## src/rtl/strobe_decoder.sv

```systemverilog
// strobe_decoder: registered one-hot decoder with handshaked timed strobes and an autonomous scan mode
module strobe_decoder #(
  parameter int SEL_W  = 3,
  parameter int HOLD_W = 8
) (
  input  logic                    clk,
  input  logic                    rst_n,
  input  logic                    en,
  input  logic                    mode,
  input  logic                    in_valid,
  output logic                    in_ready,
  input  logic [SEL_W-1:0]        in_sel,
  input  logic [HOLD_W-1:0]       hold,
  output logic [(1<<SEL_W)-1:0]   out,
  output logic                    busy,
  output logic                    scan_wrap
);
  localparam int OUT_W = 1 << SEL_W;
  typedef enum logic [1:0] {IDLE, STROBE, SCAN} state_t;
  state_t state, state_n;
  logic [SEL_W-1:0] idx, idx_n;
  logic [HOLD_W-1:0] cnt, cnt_n, load;
  logic [OUT_W-1:0] out_n;
  logic wrap_n;
  assign in_ready = (state == IDLE) && en && !mode && rst_n;
  assign load = (hold == '0) ? '0 : hold - HOLD_W'(1);
  always_comb begin
    state_n = state;
    idx_n = idx;
    cnt_n = cnt;
    out_n = out;
    wrap_n = 1'b0;
    unique case (state)
      IDLE: begin
        if (in_valid && in_ready) begin
          state_n = STROBE;
          out_n = OUT_W'(1) << in_sel;
          cnt_n = load;
        end else if (en && mode) begin
          state_n = SCAN;
          idx_n = '0;
          out_n = OUT_W'(1);
          cnt_n = load;
        end else begin
          out_n = '0;
        end
      end
      STROBE: begin
        if (!en || cnt == '0) begin
          state_n = IDLE;
          out_n = '0;
          cnt_n = '0;
        end else begin
          cnt_n = cnt - HOLD_W'(1);
        end
      end
      SCAN: begin
        if (!en || !mode) begin
          state_n = IDLE;
          out_n = '0;
          cnt_n = '0;
        end else if (cnt != '0) begin
          cnt_n = cnt - HOLD_W'(1);
        end else begin
          idx_n = idx + SEL_W'(1);
          out_n = OUT_W'(1) << idx_n;
          cnt_n = load;
          wrap_n = &idx;
        end
      end
      default: begin
        state_n = IDLE;
        out_n = '0;
        cnt_n = '0;
      end
    endcase
  end
  always_ff @(posedge clk) begin
    if (!rst_n) begin
      state <= IDLE;
      idx <= '0;
      cnt <= '0;
      out <= '0;
      busy <= 1'b0;
      scan_wrap <= 1'b0;
    end else begin
      state <= state_n;
      idx <= idx_n;
      cnt <= cnt_n;
      out <= out_n;
      busy <= state_n != IDLE;
      scan_wrap <= wrap_n;
    end
  end
endmodule
```

## config.mk

```make
export PLATFORM = sky130hd
export DESIGN_NAME = strobe_decoder
export DESIGN_NICKNAME = d
export VERILOG_FILES = /design/src/rtl/strobe_decoder.sv
export SDC_FILE = /design/constraint.sdc
export NUM_CORES = 1
export LEC_CHECK = 0
export BUFFER_PORTS_ARGS = -buffer_cell sky130_fd_sc_hd__buf_4
export CORE_MARGIN = 2
export CORE_UTILIZATION = 30
export DETAILED_ROUTE_END_ITERATION = 8
export SLEW_MARGIN = 20
export SYNTH_ARGS = -nofsm -noshare
export SYNTH_HDL_FRONTEND = slang
export SYNTH_SLANG_ARGS = --single-unit
```

## constraint.sdc

```tcl
create_clock -name clk -period 2.1 [get_ports clk]
set_input_delay 0.105 -clock clk [delete_from_list [all_inputs] [get_ports clk]]
set_output_delay 0.105 -clock clk [all_outputs]
set_load 0.005 [all_outputs]
```

Word level (Yosys, flattened, before mapping)
Cells that the tools add are included.

operators by class
  eq/ne operators = 9
  shift operators = 2
  reductions and logical operators = 19
  bitwise gates (word level) = 2
  muxes and demuxes = 23
  add/sub/neg operators = 3

operators with widths
  cell                   count
  $mux W8                10
  $pmux W8 S3            2
  $logic_not A8 Y1       2
  $shl A1 B3 Y8 const A  2
  $sub A8 B1 Y8 const B  2
  $mux W3                4
  $mux W2                4
  $ne A2 B2 Y1 const B   4
  $reduce_bool A8 Y1     1
  $pmux W2 S3            1
  $pmux W3 S2            1
  $logic_and A1 B1 Y1    5
  $reduce_and A5 Y1      1
  $reduce_bool A2 Y1     2
  $reduce_or A4 Y1       1
  $add A3 B1 Y3 const B  1
  $ne A3 B1 Y1 const B   1
  $ne A3 B3 Y1 const B   1
  $reduce_and A3 Y1      1
  $eq A2 B1 Y1 const B   1
  $eq A2 B2 Y1 const B   1
  $logic_not A1 Y1       2
  $logic_not A2 Y1       1
  $logic_or A1 B1 Y1     2
  4 further kinds        5

word-level totals
  flip-flop bits (word level) = 23
  word-level logic and storage cells = 64

Longest topological paths before layout
  depth in word-level cells = 8
  mapped depth = 7

Least setup slack after synthesis
OpenSTA, ideal clock, no wires.

  kind = flip-flop to flip-flop
  start point = reg cnt[0]
  end point = reg cnt[3]
  stages on the path, launching flop included = 7
  data arrival time = 1.554 ns
  buffers on the path = 0
  library setup time = 0.083 ns
  slack = 0.462 ns
  clock period less this slack = 1.638 ns
  cell sequence = dfxtp_1 -> inv_1 -> ha_1 -> or3b_2 -> o21ai_4 -> nand4_2 -> o221ai_1

on the way
  cells in the longest elaborated chain, start to end = 4

RTL lines
  what                                           line    RTL
  start, declared                                22      logic [HOLD_W-1:0] cnt, cnt_n, load;
  start signal, assigned                         89      cnt <= cnt_n;
  $sub A8 B1 Y8 (tied with other cells)          54, 63
  $mux W8 or $logic_or A1 B1 Y1 (tied branches)  62, 49
  $mux W8 (on tied branches)                     58, 49
  $pmux W8 S3 (*)                                33      unique case (state)

Mark *: on every way between the ends. The rest lies on a longest branch, timed or not.
A chain may end at the register's enable or synchronous reset.

Worst setup path in the final report
Ends and elaborated chain as after synthesis.

==> results.ini <==
[clocking]
post_cts_resized=0
clock_path_buffers=2
cts_made_buffers=3
holdBufCountCts=0
cts_max_level=1
clock_insertion_delay_worst_skew_ns=0.27
cts_tree=done
post_cts_buffers=0
clock-sinks=23
clk_pin_slew_ns=0.08
root_buffer=clkbuf_8

[sta]
final_max_slew_viol_count=0
finalClockSkew_ns=0.00389
grt_setup_unrepaired=false
finalSetupViolCount=0
hold_viol_final=0
slew_headroom_pct=65.0
fmax_mhz=547
max_slew.worst_pin.slew_ns=0.525
fin_crit_ns=1.83
final_min_period_over_clock_period_pct=87.1
fin_setup_tns_ns=0

[grt]
top_usage_layer=met2
met2_usage_pct=20.5
grt_usage_pct=13.5
grt_pass1_wl_um=5900
antenna_found_initial=0
met3_usage_pct=2.65
grt_pass1_vias=1299
grt_max_degree=21
overflow=0
gr-usage-met1_pct=18.8

[die]
start_util_pct=30.6
die_width_um=75.7
design.core.area_mm2=0.00504
pin_count=27
num_rows=26
dieHeight_um=75.7
dieArea_mm2=0.00573

[layout]
drive_above_1_share_pct=22.3
fin_cells=281
final_common_cell=buf_4
synthToLayoutAreaGrowth_pct=21.6
fin_util_pct=37.2
nets=238
antenna_cells=0
final_cell_mix=buf_4 (30), dfxtp_1 (23), o21ai_0 (19)

[routing]
num_vias=1449
avgViaCountPerCell=5.16
first_pass_iters=4
drtIter0Drc=46
wirelength_um=3630
ant_nets=0
wire_per_inst_um=12.9
post-route-drc-count=0

[synth]
synth.area.top_cells=dfxtp_1 (30%), ha_1 (8.1%), o21ai_0 (6.2%)
ys_warn_count=0
ys_ff_latch=23
synth_nets=209
synth.top_cell.area_share_pct=29.8
synth.distinct_cells=47
avgSynthCellArea_um2=8.43
ys_async_sr_fraction_pct=0
yosysSeqAreaShare_pct=29.8
synth-edff-count=0
syn_inst=183
mappedNetlistArea_mm2=0.00154
yosys_most_used_dff=dfxtp_1
yosys.area.top_type=dfxtp_1

[worst_hold_path]
min_path_cells=4
hp-class=in2reg

[pwr]
max-vdd-ir-drop_mv=0.370
p_comb_share_pct=24.3
p_switching_mw=0.307
power_density_mw_per_mm2=541
netSwitchingFraction_pct=30.3
seqPwrFrac_pct=47.6
p_int_mw=0.708
p_total_mw=1.02
power_leakage_nw=0.732
pwr-share-clk_pct=28.0

[critical_path]
critPathCaptureType=register
cp_num_buf_inv=1
required_ns=2.29
cp_slowest_cell=or3b_2
critPathKind=reg2reg
critPathLaunchType=register
r2r_cells=6
cp.depth=6
crit_fanout=8
cp_slowest_stage_delay_ns=0.50
cp_top_family=simple AND/OR/NAND/NOR gates
cp_data_arrival_time_ns=2.02
crit_path_cell_trace=inv_1, ha_1, or3b_2, o21ai_4, nand4_2, o221ai_1

[placed_design]
dp_hpwl_um=2830
gp_congestion=0.810
numPortBuffers=26
dp_cells=277

[outcome]
outcome=finished clean

[job]
max_cap_viol_count=0

## final cells by class
type	count	area (um2)
Tap cell	70	87.6
Timing Repair Buffer	30	225
Fill cell	526	3170
Sequential cell	23	460
Clock inverter	1	5.00
Inverter	7	26.3
Multi-Input combinational cell	147	1030
Clock buffer	3	41.3
## registers in the layout (all words and copies together) (netlist names)
signal     flops
state          2
busy           1
cnt            8
scan_wrap      1
out            8
idx            3
## per-stage QoR
step | setup WS, ns | cell area (um2) | hold WS [ns]
finish | 0.270 | 1880 | 0.141
global route | 0.118 | 1880 | 0.152
CTS | 0.254 | 1880 | 0.143
detailed placement | 0.277 | 1830 | 0.430
global placement | 0.314 | 1830 | 0.429
floorplan | 0.462 | 1540 | 0.298
## per-layer routing
metal,vias up,routed length [um]
met1,659,1850
met3,7,154
met5,-,0
met4,0,75
li1,748,-
met2,35,1560
## power groups by stage
stage	sequential (mW)	clock [mW]	combinational, mW
2_1_floorplan	0.486	0	0.171
3_3_place_gp	0.493	0	0.252
3_5_place_dp	0.493	0	0.247
4_1_cts	0.483	0.289	0.248
5_1_grt	0.488	0.315	0.275
6_report	0.484	0.285	0.247
## final timing paths
| path | to | slack [ns] | startpoint |
|---|---|---|---|
| worst max register to register | cnt[3] | 0.27 | cnt[0] |
| worst min register to register | idx[2] | 0.51 | idx[2] |
| worst min-delay path | cnt[0] | 0.14 | hold[0] |
| worst max-delay path | cnt[3] | 0.27 | cnt[0] |
## synthesized netlist by cell type, types with 2 or more instances
cell type and instances:
nand2_1 13, nand4b_1 3, o21ai_0 19, clkbuf_1 2, nor3_1 3, or3_1 2, and3_1 2, nand3_1 9
a21oi_1 4, xnor2_1 4, o221ai_1 4, and2_1 4, or3b_2 5, nand4_1 4, or2_2 3, a31oi_1 7
a21boi_0 7, dfxtp_1 23, o211ai_1 2, inv_1 7, nor2_1 5, nor2b_1 3, nor4_1 4, ha_1 10
nor3b_1 4, o21a_1 5, xor2_1 3, buf_2 3
## worst min-delay path, stage by stage
cell,delay (ns)
buf_4,0.09
inv_1,0.06
nand3_1,0.07
a21oi_1,0.05
## cells by family (layout without fill, tap and decap cells)
group | Yosys count | after routing | synth area share (%)
and+or+nand+nor | 73 | 73 | 29.4
AOI/OAI and AO/OA | 57 | 57 | 25.3
DFF | 23 | 23 | 29.8
buffers and inverters | 13 | 41 | 3.41
adders and majority gates | 10 | 10 | 8.11
xor gates and xnor gates | 7 | 7 | 3.97
(Power assumes the default switching activity.)
